===== src/rtl/pc_fetch_unit.sv =====
// Instruction fetch: PC register, IF/ID capture, branch/jump redirect, self-halt on HALT_INST.
// Optional fetch counter under FETCH_PERF_CNT_EN.
module pc_fetch_unit #(
  parameter logic [31:0] RESET_PC  = 32'h0000_0000,
  parameter logic [31:0] HALT_INST = 32'hFFFF_FFFF
) (
  input  logic        clk,
  input  logic        rst,
  input  logic        stall,
  input  logic        br_taken,
  input  logic [31:0] br_target,
  output logic [31:0] inst_addr,
  input  logic [31:0] inst_in,
  output logic [31:0] if_id_inst,
  output logic [31:0] if_id_pc4,
  output logic        if_id_valid,
  output logic        halted
`ifdef FETCH_PERF_CNT_EN
  ,output logic [31:0] fetch_cnt
`endif
);

  typedef enum logic [1:0] {
    ST_BOOT = 2'd0,
    ST_RUN  = 2'd1,
    ST_HALT = 2'd2
  } state_t;

  state_t      state_q, state_d;
  logic [31:0] pc_q, pc_d;
  logic [31:0] inst_q, inst_d;
  logic [31:0] pc4_q, pc4_d;
  logic        valid_q, valid_d;
  logic [31:0] pc_plus4;
  logic        jump_id;
  logic [31:0] jump_target;
`ifdef FETCH_PERF_CNT_EN
  logic [31:0] fetch_cnt_q, fetch_cnt_d;
`endif

  assign pc_plus4    = pc_q + 32'd4;
  assign jump_id     = valid_q && ((inst_q[31:26] == 6'b000010) || (inst_q[31:26] == 6'b000011));
  assign jump_target = {pc4_q[31:28], inst_q[25:0], 2'b00};

  always_comb begin
    state_d = state_q;
    pc_d    = pc_q;
    inst_d  = inst_q;
    pc4_d   = pc4_q;
    valid_d = valid_q;
`ifdef FETCH_PERF_CNT_EN
    fetch_cnt_d = fetch_cnt_q;
`endif
    case (state_q)
      ST_BOOT: begin
        state_d = ST_RUN;
        inst_d  = 32'h0;
        pc4_d   = 32'h0;
        valid_d = 1'b0;
      end
      ST_RUN: begin
        if (br_taken) begin
          pc_d    = {br_target[31:2], 2'b00};
          inst_d  = 32'h0;
          pc4_d   = 32'h0;
          valid_d = 1'b0;
        end else if (stall) begin
          // Everything holds, including a jump waiting in ID.
          pc_d = pc_q;
        end else if (jump_id) begin
          pc_d    = jump_target;
          inst_d  = 32'h0;
          pc4_d   = 32'h0;
          valid_d = 1'b0;
        end else if (inst_in == HALT_INST) begin
          state_d = ST_HALT;
          inst_d  = 32'h0;
          pc4_d   = 32'h0;
          valid_d = 1'b0;
        end else begin
          pc_d    = pc_plus4;
          inst_d  = inst_in;
          pc4_d   = pc_plus4;
          valid_d = 1'b1;
`ifdef FETCH_PERF_CNT_EN
          fetch_cnt_d = fetch_cnt_q + 32'd1;
`endif
        end
      end
      ST_HALT: begin
        inst_d  = 32'h0;
        pc4_d   = 32'h0;
        valid_d = 1'b0;
      end
      default: begin
        state_d = ST_BOOT;
      end
    endcase
  end

  always_ff @(posedge clk) begin
    if (rst) begin
      state_q <= ST_BOOT;
      pc_q    <= RESET_PC;
      inst_q  <= 32'h0;
      pc4_q   <= 32'h0;
      valid_q <= 1'b0;
`ifdef FETCH_PERF_CNT_EN
      fetch_cnt_q <= 32'h0;
`endif
    end else begin
      state_q <= state_d;
      pc_q    <= pc_d;
      inst_q  <= inst_d;
      pc4_q   <= pc4_d;
      valid_q <= valid_d;
`ifdef FETCH_PERF_CNT_EN
      fetch_cnt_q <= fetch_cnt_d;
`endif
    end
  end

  assign inst_addr   = pc_q;
  assign if_id_inst  = inst_q;
  assign if_id_pc4   = pc4_q;
  assign if_id_valid = valid_q;
  assign halted      = (state_q == ST_HALT);
`ifdef FETCH_PERF_CNT_EN
  assign fetch_cnt   = fetch_cnt_q;
`endif

endmodule


===== config.mk =====
export PLATFORM = sky130hd
export DESIGN_NAME = pc_fetch_unit
export DESIGN_NICKNAME = d
export VERILOG_FILES = /design/src/rtl/pc_fetch_unit.sv
export SDC_FILE = /design/constraint.sdc
export NUM_CORES = 1
export LEC_CHECK = 0
export BUFFER_PORTS_ARGS = -buffer_cell sky130_fd_sc_hd__buf_2
export CELL_PAD_IN_SITES_DETAIL_PLACEMENT = 1
export CELL_PAD_IN_SITES_GLOBAL_PLACEMENT = 1
export CORE_ASPECT_RATIO = 0.75
export CORE_MARGIN = 5
export CORE_UTILIZATION = 37
export DETAILED_ROUTE_END_ITERATION = 6
export PLACE_DENSITY_LB_ADDON = 0.2
export SKIP_CTS_REPAIR_TIMING = 1
export SLEW_MARGIN = 40
export SYNTH_ARGS = -nofsm -noshare
export SYNTH_HDL_FRONTEND = slang
export SYNTH_SLANG_ARGS = --single-unit

===== constraint.sdc =====
create_clock -name clk -period 2.54 [get_ports clk]
set_clock_uncertainty 0.1 [all_clocks]
set_input_delay 0.508 -clock clk [delete_from_list [all_inputs] [get_ports clk]]
set_output_delay 0.508 -clock clk [all_outputs]
set_load 0.01 [all_outputs]

Word-level counts from Yosys, hierarchy flattened
Cells that the tools add are included.
{"block": "word_totals", "ff_bits": 99, "in_bits": 68}
{"block": "op_classes", "add_sub_neg": 1, "eq_ne": 12, "n_mux": 24, "n_bitwise": 1, "n_reduce_logical": 8}
{"cell": "32-bit 2-to-1 mux", "n": 12}
{"cell": "32-bit case mux with 2 select lines", "n": 2}
{"cell": "32-bit by 3-bit adder with 32-bit output, second input constant", "n": 1}
{"cell": "32-bit equality test, second input constant", "n": 1}
{"cell": "6-bit by 2-bit equality test with 1-bit output, second input constant", "n": 2}
{"cell": "2-bit 2-to-1 mux", "n": 4}
{"cell": "2-bit != test, second input constant", "n": 4}
{"cell": "3-bit != test, second input constant", "n": 2}
{"cell": "2-bit case mux with 3 select lines", "n": 1}
{"cell": "5-bit AND reduction", "n": 1}
{"cell": "1-bit 2-to-1 mux", "n": 4}
{"cell": "3-bit AND reduction", "n": 1}
{"cell": "2-bit by 1-bit equality test with 1-bit output, second input constant", "n": 1}
{"cell": "2-bit equality test, second input constant", "n": 1}
{"cell": "2-bit logical NOT", "n": 1}
{"cell": "2-bit by 1-bit != test with 1-bit output, second input constant", "n": 1}
{"cell": "1-bit case mux with 2 select lines", "n": 1}
{"cell": "2-bit AND reduction", "n": 1}
{"cell": "2-bit nonzero test", "n": 1}
{"cell": "2-bit OR reduction", "n": 1}
{"cell": "1-bit logical AND", "n": 1}
{"cell": "1-bit logical OR", "n": 1}
{"cell": "1-bit inverter", "n": 1}

Depth between registers and ports, before layout
Gate-level depths: netlist of the first run.
{"block": "depth", "depth_word": 7, "ltp_mapped": 8, "mapped_depth_nobuf": 6}

Worst setup path before layout of the first run
Ideal clock, no wire load.
{"block": "synth_path", "path_kind": "in2reg", "from": "input inst_in[23]", "to": "register pc_q[10], in the netlist inst_addr[10]", "setup_ns": 0.119, "arrival_ns": 1.814, "required_ns": 2.321, "setup_slack_ns": 0.508, "cell_stages": 6, "n_path_buf": 1, "path_cell_list": "nand4_1 > nor4_2 > and3_1 > buf_2 > nor2_2 > o221a_1"}
{"block": "synth_between", "elab_chain_cells": 3}
{"element": "start, declared", "line_no": "13", "source": "input logic [31:0] inst_in,"}
{"element": "32-bit equality test", "line_no": "75", "source": "end else if (inst_in == HALT_INST) begin"}
{"element": "3-bit != test (no line)"}
{"element": "3-bit AND reduction (no line)"}
{"element": "end signal, assigned", "line_no": "113", "source": "pc_q <= pc_d;"}
{"element": "end, declared", "line_no": "30", "source": "logic [31:0] pc_q, pc_d;"}
No other way between the ends.
A chain may end at the register's enable or synchronous reset.

Worst setup path after layout of the first run
{"block": "layout_path", "from": "register pc_q[26], in the netlist inst_addr[26]", "to": "register pc_q[31], in the netlist inst_addr[31]"}
{"block": "layout_between", "elab_chain_cells": 5}
{"element": "32-bit by 3-bit adder with 32-bit output", "line_no": "41", "source": "assign pc_plus4 = pc_q + 32'd4;"}
{"element": "32-bit 2-to-1 mux", "line_no": "75"}
{"element": "32-bit 2-to-1 mux", "line_no": "70", "source": "end else if (jump_id) begin"}
{"element": "32-bit 2-to-1 mux", "line_no": "67", "source": "end else if (stall) begin"}
{"element": "32-bit 2-to-1 mux", "line_no": "62", "source": "if (br_taken) begin"}
No other way between the ends. The select of a mux whose other input is x is not followed.

==> results.md, run 1 <==
* Seq/Total Area, Yosys at 36.0%
* CTS buffer count at 9
* Post-DRT Antenna Nets at 0
* Initial antenna violation count at 0
* Yosys cell types at 63
* Max IR drop VDD at 0.000358 V
* WL/cell at 21.9 um
* DIE AREA at 17,000 um2
* CTS Buffer Depth at 2
* Placer Congestion at 0.875
* Min Tclk post-route at 2.41 ns
* ANT cells at 0
* FMAX at 415 MHz
* Initial Util at 37.3%
* Grt total ovfl at 0
* Buffers on Ports at 161
* Total Routing Usage GR at 25.9%
* Vias per cell at 5.87
* Main flop type after synthesis: dfxtp_1
* Share of cells above drive strength 1 at 34.2%
* Outcome: finished clean
* Hold path startpoint: inst_in[10]
* Minimum hold slack at 0.295 ns
* Cell count after synthesis at 641
* Root buffer selected by CTS: clkbuf_16
* Startpoint Class: flip-flop
* Most frequent cells in the layout: 161 x buf_2, 96 x dfxtp_1, 65 x nor2_1, 58 x nand2_1, 41 x buf_4
* Int Pwr at 2.73 mW
* Most common cell after layout, fill and taps aside: buf_2
* Worst-Skew Late Latency at 0.36 ns
* Largest net degree at the start of global routing at 73
* Clk sink count at 96
* Drt total wl at 21,900 um
* Crit Path Category: reg -> reg
* Die height at 114 um
* CTS H-tree lvls at 3
* HP Class: in -> reg
* Crit Path Max Fanout at 8
* PD cells at 556 nW/um2
* Switching part of the total at 27.6%
* Final core occ at 47.4%
* RSZ-0062 raised after global routing: false
* Worst path arrival time at 2.58 ns
* Worst Max-Slew Pin Slew at 0.742 ns
* Slew headroom at 50.5%
* Psw at 1.04 mW
* Fin crit share at 94.8%
* MaxCap Viol Count at 0
* Final TNS setup at 0 ns
* Fin cells at 1,001
* Worst setup EP type: flip-flop
* FFs w/ async S/R, synth at 0%
* Clk slew on worst S/H paths at 0.07 ns
* Crit path launch: inst_addr[26]
* Sequential share of power at 43.2%
* Comb pwr share at 14.5%
* First-pass GRT wire length at 34,200 um
* Synth Warn # at 0
* Static Leak at 2.73 nW
* Row cnt at 38
* Syn avg cell area at 8.33 um2
* Vias in the first global route at 5,945
* Yosys reg bits at 96
* Final-stage net count at 865
* Worst EP required at 2.71 ns
* CTS tree: yes
* Fin. max-slew vios at 0
* Clock share of power at 42.3%
* DR pass1 iterations at 5
* I/O Pins at 166
* Post-synthesis cell area at 5340 um2
* Initial DRC count at 313
* Drc violations at 0
* Worst r2r src: inst_addr[26]
* Fin. Hold Viols at 0
* Core region area at 14,300 um2
* Inst Count DP at 982
* P&R area growth vs syn at 27.1%
* Die X at 149 um
* Setup violators final at 0
* Post-synth EDFFs at 0
* Vias at 5,875
* Post-DP HPWL at 16,000 um
-- synthesized netlist by cell type, types with 2 or more instances --
cell / count / share of area, %
a211oi_1: 10 / 1.4
a21boi_0: 2 / 0.28
a21oi_1: 36 / 3.4
a22oi_1: 9 / 1.3
a22oi_2: 39 / 9.1
a311o_1: 4 / 0.75
a311oi_1: 7 / 1.1
a31oi_1: 2 / 0.23
and3_1: 15 / 1.8
and4_1: 5 / 0.82
buf_2: 14 / 1.3
buf_4: 4 / 0.56
buf_6: 8 / 1.7
clkbuf_1: 36 / 2.5
dfxtp_1: 96 / 36
inv_1: 8 / 0.56
nand2_1: 58 / 4.1
nand2b_1: 2 / 0.23
nand3_1: 30 / 2.8
nand4_1: 20 / 2.3
nor2_1: 65 / 4.6
nor3_1: 21 / 2.0
nor4_1: 17 / 2.0
nor4_2: 2 / 0.47
o211a_1: 3 / 0.56
o211ai_1: 5 / 0.70
o21a_1: 14 / 2.0
o21ai_0: 24 / 2.2
o21ai_1: 14 / 1.3
o221a_1: 2 / 0.42
o221ai_1: 2 / 0.33
o31a_1: 5 / 0.82
o31ai_1: 6 / 0.84
o31ai_2: 2 / 0.47
o32ai_1: 9 / 1.5
or3_1: 6 / 0.70
or4_1: 4 / 0.56
xnor2_1: 8 / 1.3
xor2_1: 3 / 0.49
-- logic make-up after synthesis --
family,synth area share [%]
AO/OA/AOI/OAI,31.1
XOR/XNOR,1.80
adder cells (fa/ha/maj),0.234
buffers and inverters,6.73
flip-flops,36.0
other,0.0702
AND/OR/NAND/NOR,24.1
-- worst paths after layout --
path                     to  slack (ns)  cells after the start
max           inst_addr[31]        0.13                      5
min          if_id_inst[10]        0.30                      3
max reg2reg   inst_addr[31]        0.13                      5
min reg2reg   if_id_pc4[24]        0.35                      2
-- metrics by stage --
stage | setup WS, ns | area [um2] | power [mW]
after floorplan | 0.508 | 5340 | 1.96
after global placement | 0.0223 | 6420 | 2.18
after detailed placement | 0.0188 | 6420 | 2.20
after CTS | 0.201 | 6760 | 3.79
after global routing | 0.0295 | 6790 | 3.90
final | 0.132 | 6790 | 3.77
-- registers in the layout, summed over array words and instances, names as in the netlist --
| register | cells |
|---|---|
| if_id_inst | 32 |
| if_id_pc4 | 31 |
| if_id_valid | 1 |
| inst_addr | 30 |
| state_q | 2 |
-- power by group through the flow --
stage,sequential (mW),clock (mW),combinational (mW)
finish,1.63,1.60,0.547
global route,1.64,1.67,0.593
CTS,1.63,1.62,0.545
detailed placement,1.66,0,0.540
global placement,1.66,0,0.525
floorplan,1.67,0,0.290
-- final cells by class --
type	instances	area, um2
fill	1747	7520
multi-input combinational	475	3060
sequential	96	1920
timing repair buffer	206	1180
tap	200	250
clock buffer	11	233
clock inverter	5	105
inverter	8	30.0
-- critical path, cell delays in order, from the launching register on --
cell,delay (ns)
dfxtp_1,0.52
nand4_1,0.35
or4_1,0.73
nor4_1,0.29
a211oi_1,0.09
o32ai_1,0.24
-- per-layer routing --
metal	global-route usage (%)	vias up	part of all wire, %
met3	6.87	28	7.9
met1	35.5	2887	44
met4	6.09	0	1.6
met5	0	-	0
li1	-	2716	-
met2	41.1	244	47
No activity file was read; power rests on OpenSTA's default activity.
==> inputs of run 2 (changes only) <==
Settings changed: RECOVER_POWER from default to 50.
==> run 2 against run 1 <==
  * Sequential share of layout area up 0.56 points
  * Sequential cell count unchanged
  * Combinational power decreased by 3%
  * Die area did not move
  * Total power fell by 0.46%
  * Hold slack got worse by 0.00095 ns
  * Non-clock buffer count did not move
  * Critical path depth unchanged
==> results.md, run 2 (synthesis gave the netlist of run 1 again) <==
* HP Class: in -> reg
* Clk slew on worst S/H paths at 0.07 ns (about the same)
* Drc violations at 0 (unchanged)
* Post-DP HPWL at 16,000 um (unchanged)
* Total Power at 3.75 mW (-0.46%)
* Largest net degree at the start of global routing at 73 (unchanged)
* Fin crit share at 94.7% (-0.14 points)
* Core region area at 14,300 um2 (unchanged)
* Fin. Hold Viols at 0 (unchanged)
* ANT cells at 0 (unchanged)
* Slew headroom at 51.0% (+0.50 points)
* CTS tree: yes
* Initial Util at 37.3% (unchanged)
* Crit Path Max Fanout at 8 (unchanged)
* Static Leak at 2.32 nW (-15%)
* CTS buffer count at 9 (unchanged)
* Worst EP required at 2.71 ns (about the same)
* Worst path arrival time at 2.58 ns (about the same)
* Initial antenna violation count at 0 (unchanged)
* DR pass1 iterations at 5 (unchanged)
* Clk sink count at 96 (unchanged)
* Final TNS setup at 0 ns (unchanged)
* Register Area at 1920 um2 (unchanged)
* Worst setup EP type: flip-flop
* Drt total wl at 21,900 um (about the same)
* Share of cells above drive strength 1 at 22.2% (-12 points)
* FMAX at 416 MHz (+0.15%)
* Initial DRC count at 343 (+9.6%)
* Post-DRT Antenna Nets at 0 (unchanged)
* First-pass GRT wire length at 34,200 um (unchanged)
* Grt total ovfl at 0 (unchanged)
* Startpoint Class: flip-flop
* Most common cell after layout, fill and taps aside: clkbuf_1
* Max reg flops at 32 (unchanged)
* Die X at 149 um (unchanged)
* Setup violators final at 0 (unchanged)
* Max IR drop VDD at 0.000359 V (+0.18%)
* PD cells at 564 nW/um2 (+1.5%)
* CTS H-tree lvls at 3 (unchanged)
* DIE AREA at 17,000 um2 (unchanged)
* RSZ-0062 raised after global routing: false
* Most frequent cells in the layout: 98 x clkbuf_1, 96 x dfxtp_1, 70 x buf_2, 65 x nor2_1, 58 x nand2_1
* Placer Congestion at 0.875 (unchanged)
* Fill cells at 1,773 (+1.5%)
* Die height at 114 um (unchanged)
* I/O Pins at 166 (unchanged)
* Worst-Skew Late Latency at 0.36 ns (about the same)
* Minimum hold slack at 0.294 ns (-0.000951 ns)
* WL/cell at 21.9 um (about the same)
* Outcome: finished clean
* Final-stage net count at 865 (unchanged)
* Multi-input logic area at 3060 um2 (unchanged)
* MaxCap Viol Count at 0 (unchanged)
* Vias in the first global route at 5,945 (unchanged)
* Row cnt at 38 (unchanged)
* Vias per cell at 5.87 (about the same)
* P&R area growth vs syn at 24.7%
* Vias at 5,876 (+0.017%)
* Final core occ at 46.5% (-0.93 points)
* Fin. max-slew vios at 0 (unchanged)
* Total Routing Usage GR at 25.9% (unchanged)
* CTS Buffer Depth at 2 (unchanged)
* Crit Path Category: reg -> reg
* Buffers on Ports at 161 (unchanged)
* Min Tclk post-route at 2.40 ns (-0.00355 ns)
* Root buffer selected by CTS: clkbuf_16
* Worst Max-Slew Pin Slew at 0.735 ns (-0.00746 ns)
run 2: where the power goes:
group	internal [mW]	total (mW)	switching, mW
combinational	0.195	0.531	0.336
clock	0.964	1.59	0.630
sequential	1.56	1.63	0.0728
total	2.71	3.75	1.04
run 2: layout make-up:
cell class                 count  share of cell area, %
multi-input combinational    475                   46.0
sequential                    96                   28.9
timing repair buffer         206                   15.8
tap                          200                   3.76
clock buffer                  11                   3.50
clock inverter                 5                   1.58
inverter                       8                  0.451
run 2: worst max-delay path, stage by stage, from the launching register on:
cell and delay [ns]:
dfxtp_1 0.52, nand4_1 0.36, or4_1 0.73, nor4_1 0.29, a211oi_1 0.09, o32ai_1 0.22
run 2: worst paths after layout:
path,start,endpoint,slack (ns),depth (start not counted)
hold / removal,inst_in[10],if_id_inst[10],0.29,3
hold reg to reg,if_id_pc4[20],if_id_pc4[20],0.35,2
setup reg to reg,inst_addr[26],inst_addr[31],0.14,5
setup / recovery,inst_addr[26],inst_addr[31],0.14,5
run 2: per-layer routing:
metal / track usage [%] / vias to the layer above / share of wire [%] / wire [um]
met5: 0 / - / 0 / 0
met4: 6.09 / 0 / 1.5 / 326
met3: 6.87 / 26 / 7.8 / 1710
met2: 41.1 / 225 / 47 / 10200
met1: 35.5 / 2906 / 44 / 9670
li1: - / 2719 / - / -
run 2: metrics by stage:
stage,worst slack (ns),instances,instance area (um2)
4_1_cts,0.201,998,6760
5_1_grt,0.0252,1001,6660
2_1_floorplan,0.508,642,5340
6_report,0.136,1001,6660
3_5_place_dp,0.0188,982,6420
3_3_place_gp,0.0223,982,6420
